==> src/rtl/saturn_bus_ctrl_pkg.sv <==
// saturn_bus_ctrl_pkg: shared widths, bus command encodings, FSM and mode types
package saturn_bus_ctrl_pkg;
    localparam int ADDR_W = 20;
    localparam int LEN_W = 4;
    localparam int CNT_W = LEN_W + 1;

    localparam logic [3:0] BUSCMD_PC_READ = 4'h2;
    localparam logic [3:0] BUSCMD_DP_READ = 4'h3;
    localparam logic [3:0] BUSCMD_LOAD_PC = 4'h6;
    localparam logic [3:0] BUSCMD_LOAD_DP = 4'h7;

    typedef enum logic [2:0] {ST_IDLE, ST_CMD, ST_ADDR, ST_DATA, ST_DRAIN} state_t;
    typedef enum logic [1:0] {MODE_NONE, MODE_PC, MODE_DP} mode_t;

    function automatic mode_t mode_of(input logic is_dp);
        return is_dp ? MODE_DP : MODE_PC;
    endfunction

    function automatic logic is_read(input logic [3:0] c);
        return c == BUSCMD_PC_READ || c == BUSCMD_DP_READ;
    endfunction
endpackage

==> src/rtl/saturn_bus_ctrl_if.sv <==
// saturn_bus_ctrl_if: core request/response and slave nibble-bus signals
interface saturn_bus_ctrl_if;
    import saturn_bus_ctrl_pkg::*;
    logic clk_en;
    logic flush;
    logic req_valid;
    logic req_is_dp;
    logic [ADDR_W-1:0] req_addr;
    logic [LEN_W-1:0] req_len;
    logic req_ready;
    logic rd_valid;
    logic [3:0] rd_nibble;
    logic busy;
    logic bus_clk_en;
    logic bus_is_data;
    logic [3:0] bus_nibble_out;
    logic [3:0] bus_nibble_in;

    modport master (
        input clk_en, flush, req_valid, req_is_dp, req_addr, req_len, bus_nibble_in,
        output req_ready, rd_valid, rd_nibble, busy, bus_clk_en, bus_is_data, bus_nibble_out
    );
    modport slave (
        output clk_en, flush, req_valid, req_is_dp, req_addr, req_len, bus_nibble_in,
        input req_ready, rd_valid, rd_nibble, busy, bus_clk_en, bus_is_data, bus_nibble_out
    );
endinterface

==> src/rtl/saturn_bus_ptr_shadow.sv <==
// saturn_bus_ptr_shadow: shadow copies of the slave PC/DP pointers and the slave read mode
module saturn_bus_ptr_shadow
    import saturn_bus_ctrl_pkg::*;
(
    input  logic clk,
    input  logic rst_n,
    input  logic flush,
    input  logic is_dp,
    input  logic [ADDR_W-1:0] addr,
    output logic ptr_hit,
    output logic mode_hit,
    input  logic upd,
    input  logic upd_is_dp,
    input  logic [ADDR_W-1:0] upd_addr
);
    logic [1:0][ADDR_W-1:0] ptr;
    logic [1:0] valid;
    mode_t mode;

    assign ptr_hit = valid[is_dp] && ptr[is_dp] == addr;
    assign mode_hit = mode == mode_of(is_dp);

    // record the post-transfer pointer; a flush on the same edge still invalidates it
    always_ff @(posedge clk or negedge rst_n) begin
        if (!rst_n) begin
            ptr <= '0;
            valid <= '0;
            mode <= MODE_NONE;
        end else begin
            if (upd) begin
                ptr[upd_is_dp] <= upd_addr;
                valid[upd_is_dp] <= 1'b1;
                mode <= mode_of(upd_is_dp);
            end
            if (flush)
                valid <= '0;
        end
    end
endmodule

==> src/rtl/saturn_bus_ctrl.sv <==
// saturn_bus_ctrl: nibble-bus master turning core read requests into command/address/data slots
module saturn_bus_ctrl
    import saturn_bus_ctrl_pkg::*;
(
    input logic clk,
    input logic rst_n,
    saturn_bus_ctrl_if.master bus
);
    state_t state, state_nx;
    logic is_dp;
    logic [ADDR_W-1:0] addr;
    logic [CNT_W-1:0] cnt, rem;
    logic [2:0] pos;
    logic [3:0] cmd;
    logic ptr_hit, mode_hit, start, sample;

    assign start = bus.clk_en && bus.req_valid && state == ST_IDLE;
    // the slave returns data one slot late, so the first DATA slot has nothing to capture
    assign sample = bus.clk_en && ((state == ST_DATA && rem != cnt) || state == ST_DRAIN);

    saturn_bus_ptr_shadow u_shadow (
        .clk       (clk),
        .rst_n     (rst_n),
        .flush     (bus.flush),
        .is_dp     (bus.req_is_dp),
        .addr      (bus.req_addr),
        .ptr_hit   (ptr_hit),
        .mode_hit  (mode_hit),
        .upd       (bus.clk_en && state == ST_DRAIN),
        .upd_is_dp (is_dp),
        .upd_addr  (addr + ADDR_W'(cnt))
    );

    // state register
    always_ff @(posedge clk or negedge rst_n) begin
        if (!rst_n)
            state <= ST_IDLE;
        else
            state <= state_nx;
    end

    // next state and slot outputs decoded from the registered state
    always_comb begin
        state_nx = state;
        bus.req_ready = state == ST_IDLE;
        bus.busy = state != ST_IDLE;
        bus.bus_clk_en = state inside {ST_CMD, ST_ADDR, ST_DATA};
        bus.bus_is_data = state inside {ST_ADDR, ST_DATA};
        bus.bus_nibble_out = state == ST_CMD ? cmd : state == ST_ADDR ? 4'(addr >> {pos, 2'b00}) : 4'h0;
        if (bus.clk_en)
            unique case (state)
                ST_IDLE:  if (bus.req_valid) state_nx = ptr_hit && mode_hit ? ST_DATA : ST_CMD;
                ST_CMD:   state_nx = is_read(cmd) ? ST_DATA : ST_ADDR;
                ST_ADDR:  if (pos == 3'd4) state_nx = ST_DATA;
                ST_DATA:  if (rem == CNT_W'(1)) state_nx = ST_DRAIN;
                ST_DRAIN: state_nx = ST_IDLE;
                default:  state_nx = ST_IDLE;
            endcase
    end

    // request latch, slot counters and returned-nibble capture
    always_ff @(posedge clk or negedge rst_n) begin
        if (!rst_n) begin
            is_dp <= 1'b0;
            addr <= '0;
            cnt <= '0;
            rem <= '0;
            pos <= '0;
            cmd <= '0;
            bus.rd_valid <= 1'b0;
            bus.rd_nibble <= '0;
        end else begin
            bus.rd_valid <= 1'b0;
            if (start) begin
                is_dp <= bus.req_is_dp;
                addr <= bus.req_addr;
                cnt <= CNT_W'(bus.req_len) + 1'b1;
                rem <= CNT_W'(bus.req_len) + 1'b1;
                pos <= '0;
                cmd <= ptr_hit ? (bus.req_is_dp ? BUSCMD_DP_READ : BUSCMD_PC_READ)
                               : (bus.req_is_dp ? BUSCMD_LOAD_DP : BUSCMD_LOAD_PC);
            end
            if (bus.clk_en && state == ST_ADDR)
                pos <= pos + 1'b1;
            if (bus.clk_en && state == ST_DATA)
                rem <= rem - 1'b1;
            if (sample) begin
                bus.rd_valid <= 1'b1;
                bus.rd_nibble <= bus.bus_nibble_in;
            end
        end
    end
endmodule
==> src/flat_wrapper.sv <==
// flat-port wrapper written by rule: the top's interface ports become plain ports
module saturn_bus_ctrl_flat import saturn_bus_ctrl_pkg::*;
  (clk, rst_n, bus_clk_en, bus_flush, bus_req_valid, bus_req_is_dp, bus_req_addr, bus_req_len, bus_bus_nibble_in, bus_req_ready, bus_rd_valid, bus_rd_nibble, bus_busy, bus_bus_clk_en, bus_bus_is_data, bus_bus_nibble_out);
  saturn_bus_ctrl_if bus_i ();
  input logic clk;
  input logic rst_n;
  input wire logic [$bits(bus_i.clk_en)-1:0] bus_clk_en;
  input wire logic [$bits(bus_i.flush)-1:0] bus_flush;
  input wire logic [$bits(bus_i.req_valid)-1:0] bus_req_valid;
  input wire logic [$bits(bus_i.req_is_dp)-1:0] bus_req_is_dp;
  input wire logic [$bits(bus_i.req_addr)-1:0] bus_req_addr;
  input wire logic [$bits(bus_i.req_len)-1:0] bus_req_len;
  input wire logic [$bits(bus_i.bus_nibble_in)-1:0] bus_bus_nibble_in;
  output wire logic [$bits(bus_i.req_ready)-1:0] bus_req_ready;
  output wire logic [$bits(bus_i.rd_valid)-1:0] bus_rd_valid;
  output wire logic [$bits(bus_i.rd_nibble)-1:0] bus_rd_nibble;
  output wire logic [$bits(bus_i.busy)-1:0] bus_busy;
  output wire logic [$bits(bus_i.bus_clk_en)-1:0] bus_bus_clk_en;
  output wire logic [$bits(bus_i.bus_is_data)-1:0] bus_bus_is_data;
  output wire logic [$bits(bus_i.bus_nibble_out)-1:0] bus_bus_nibble_out;
  assign bus_i.clk_en = bus_clk_en;
  assign bus_i.flush = bus_flush;
  assign bus_i.req_valid = bus_req_valid;
  assign bus_i.req_is_dp = bus_req_is_dp;
  assign bus_i.req_addr = bus_req_addr;
  assign bus_i.req_len = bus_req_len;
  assign bus_i.bus_nibble_in = bus_bus_nibble_in;
  assign bus_req_ready = bus_i.req_ready;
  assign bus_rd_valid = bus_i.rd_valid;
  assign bus_rd_nibble = bus_i.rd_nibble;
  assign bus_busy = bus_i.busy;
  assign bus_bus_clk_en = bus_i.bus_clk_en;
  assign bus_bus_is_data = bus_i.bus_is_data;
  assign bus_bus_nibble_out = bus_i.bus_nibble_out;
  saturn_bus_ctrl u_core (.clk(clk), .rst_n(rst_n), .bus(bus_i));
endmodule
==> config.mk <==
export PLATFORM = sky130hd
export DESIGN_NAME = saturn_bus_ctrl_flat
export DESIGN_NICKNAME = d
export VERILOG_FILES = /design/src/rtl/saturn_bus_ctrl_pkg.sv /design/src/rtl/saturn_bus_ctrl_if.sv /design/src/rtl/saturn_bus_ptr_shadow.sv /design/src/rtl/saturn_bus_ctrl.sv /design/src/flat_wrapper.sv
export SDC_FILE = /design/constraint.sdc
export NUM_CORES = 1
export LEC_CHECK = 0
export BUFFER_PORTS_ARGS = -buffer_cell sky130_fd_sc_hd__buf_2
export CORE_MARGIN = 2
export CORE_UTILIZATION = 30
export CTS_BUF_LIST = sky130_fd_sc_hd__clkbuf_4 sky130_fd_sc_hd__clkbuf_8 sky130_fd_sc_hd__clkbuf_16
export CTS_CLUSTER_SIZE = 24
export DETAILED_ROUTE_END_ITERATION = 12
export GPL_ROUTABILITY_DRIVEN = 0
export PLACE_DENSITY = 0.5
export SYNTH_ARGS = -nofsm -noshare
export SYNTH_HDL_FRONTEND = slang
export SYNTH_SLANG_ARGS = --single-unit
==> constraint.sdc <==
create_clock -name clk -period 2.2 [get_ports clk]
set_input_delay 0.33 -clock clk [delete_from_list [all_inputs] [get_ports clk]]
set_output_delay 0.33 -clock clk [all_outputs]
set_load 0.05 [all_outputs]
==> impl_metrics.yaml <==
logic_synthesis:
  yosysMostFrequentCell: "nand2_1"
  yosys.cell_types.count: 54
  yosys.area.top_type_share: 0.461
  ys_warn_count: 0
  yosys-mux-area-fraction: 0.0888
  synth_xor_area_frac: 0.0752
  synth_top_family_by_area: "simple AND/OR/NAND/NOR gates"
  synth-seq-cells: 88
  synthTopCellsByCount: "nand2_1 (105), dfrtp_1 (88), nor2_1 (38), o21ai_0 (32), xnor2_1 (24)"
  syn-num-nets: 552
  synthAdderAreaFrac: 0.0304
  synthFlopType: "dfrtp_1"
  yosys.area_share.simple: 0.195
  synth_top_cell_by_area: "dfrtp_1"
  syn_avg_cell_area_sq_um: 9.42
  netlist_area_sq_um: 4780
  synth_cells: 507
  async_reset_ff_frac: 1.00
  synth_edf_count: 0
  synth_compound_area_frac: 0.106
  seq_area_frac_synth: 0.461
  synthTopCellsByArea: "dfrtp_1 (46%), nand2_1 (8.3%), mux2i_1 (4.4%)"
grt:
  grt_pass1_vias: 3827
  gr-total-overflow: 0
  grt_pass1_wl_um: 20000
  grt_max_degree: 48
  antenna_found_initial: 0
  track_usage: 0.155
timing:
  tightest_slew_ns: 0.650
  slew_headroom: 0.566
  maxSlewViolCount: 0
  max_freq_ghz: 0.456
  hold_violations: 7
  finalSetupViolCount: 0
  holdWs_ns: -0.00141
  clock_skew_ns: 0.00793
  fin_crit_sh: 0.997
  post-route-min-period_ns: 2.19
  setup_tns_ns: 0
  grt_setup_unrepaired: "true"
critical_path:
  r2r-start: "u_core.addr[0]$_DFFE_PN0P_"
  rr_worst_depth: 8
  startpoint: "u_core.addr[2]$_DFFE_PN0P_"
  cp-end-kind: "primary output"
  cp_data_required_time_ns: 1.87
  crit_fanout: 2
  r2r_slack_ns: 0.16
  worst-setup-path-type: "register to primary output"
  critPathLaunchType: "register"
  arrival_ns: 1.86
clock_tree:
  cts_htree_levels: 3
  clk_path_buf_depth: 2
  cts_buffers: 9
  clkTransAtPathRegs_ns: 0.07
  cts_tree: "built"
  clk_latency_ns: 0.35
  root_buffer: "clkbuf_16"
  clkSinkCount: 88
power:
  irDropWorstVdd_mv: 0.663
  power.leakage_nw: 2.71
  powerDensity_nw_per_um2: 1260
routing:
  vias: 3767
  drc: 0
  wl_per_cell_um: 15.5
  drt.antenna.violating_nets: 0
  avgViaCountPerCell: 4.76
  drt-initial-drc-count: 230
  dr.pass1.iters: 4
  finalWirelength_um: 12300
floorplanning:
  start_util: 0.304
  die_area_sq_um: 16900
  rows: 46
  die_y_um: 130
  die_w_um: 130
  pin_count: 47
  fp.coreArea_sq_um: 15700
cells_and_area:
  final_nets: 616
  nFillCells: 1554
  area_growth_pct: 23.5
  post-route-util: 0.375
  fin_cells: 792
  num_antenna_cells: 0
  layout-drive-gt1-share: 0.233
placement:
  dp_hpwl_um: 8960
  io_buffers: 46
  dp.cells: 774
status:
  status: "finished with violations"
  violations: "hold timing"
min_path:
  hp-class: "input pin to asynchronous set/reset pin"
run:
  maxCapViolCount: 0
-- cells in the final DEF (no fill, tap or decap), drive strengths merged, types with 5 or more instances in the layout --
master    n
nor2     38
nand2   105
nand2b    5
xor2     17
ha       10
mux2i    21
o21ai    33
inv      18
a21oi    20
dfrtp    88
clkbuf    9
nor3      6
mux2     11
xnor2    24
nand4     6
a31oi     6
buf      77
nand3    19
-- layout make-up --
class / instances / area, sq um / area share
multi-input combinational: 377 / 2450 / 0.416
sequential: 88 / 2200 / 0.374
timing repair buffer: 77 / 532 / 0.0902
tap: 216 / 270 / 0.0458
clock buffer: 9 / 225 / 0.0382
clock inverter: 7 / 144 / 0.0244
inverter: 18 / 67.6 / 0.0115
-- registers in the layout, summed over array words and instances (netlist names) --
register	flops
u_core.rem	5
u_core.cnt	5
u_core.u_shadow.valid	2
u_core.bus.rd_nibble	4
u_core.addr	20
u_core.bus.rd_valid	1
u_core.state	3
u_core.u_shadow.mode	2
u_core.cmd	3
u_core.u_shadow.ptr	40
u_core.pos	3
-- critical path: stages, from the launching register on --
cell and delay, ns:
dfrtp_1 0.37, buf_4 0.14, mux4_2 0.46, inv_2 0.07, o21ai_2 0.06, a22oi_2 0.18
nor2_1 0.07, buf_6 0.16
-- through the flow --
stage	power (mW)	cell area, sq um	worst slack, ns
floorplan	4.33	4790	0.0328
global placement	5.15	5410	-0.0172
detailed placement	5.21	5410	-0.0391
CTS	7.42	5870	-0.0393
global route	7.86	5900	-0.0785
finish	7.40	5900	0.00726
-- routing by layer --
layer / vias to the layer above / track usage / wire length (um)
met5: - / 0 / 0
met4: 0 / 0.0417 / 119
met3: 8 / 0.0361 / 581
met2: 60 / 0.253 / 5840
met1: 1837 / 0.208 / 5720
li1: 1862 / - / -
-- where the power goes --
part | leakage (nW) | switching (mW) | total, mW | internal (mW)
Sequential | 1.14 | 0.546 | 2.57 | 2.03
Combinational | 1.40 | 1.65 | 2.92 | 1.27
Clock | 0.172 | 0.686 | 1.91 | 1.23
Total | 2.71 | 2.89 | 7.40 | 4.52
-- logic make-up after synthesis --
kind of cell    Yosys count
compound gates           84
xor+xnor                 41
fa+ha+maj                11
buf+inv                  42
flops                    88
mux                      36
simple gates            205
-- worst paths after layout --
check                                                  endpoint
max in group asynchronous   u_core.u_shadow.ptr[39]$_DFFE_PN0P_
max reg2reg                 u_core.u_shadow.ptr[38]$_DFFE_PN0P_
min in group clk           u_core.u_shadow.valid[1]$_DFFE_PN0P_
min reg2reg                 u_core.u_shadow.mode[1]$_DFFE_PN0P_
min                         u_core.bus.rd_nibble[0]$_DFFE_PN0P_
max                                       bus_bus_nibble_out[2]
-- timing repair --
action,in CTS,in global routing
gates cloned,0,0
hold buffers,0,0
setup endpoints to repair,13,13
endpoints found under the hold margin,0,0
buffers inserted,2,0
pin swaps,8,3
gates resized for setup,27,4
Power figures use the tool's default switching activity.
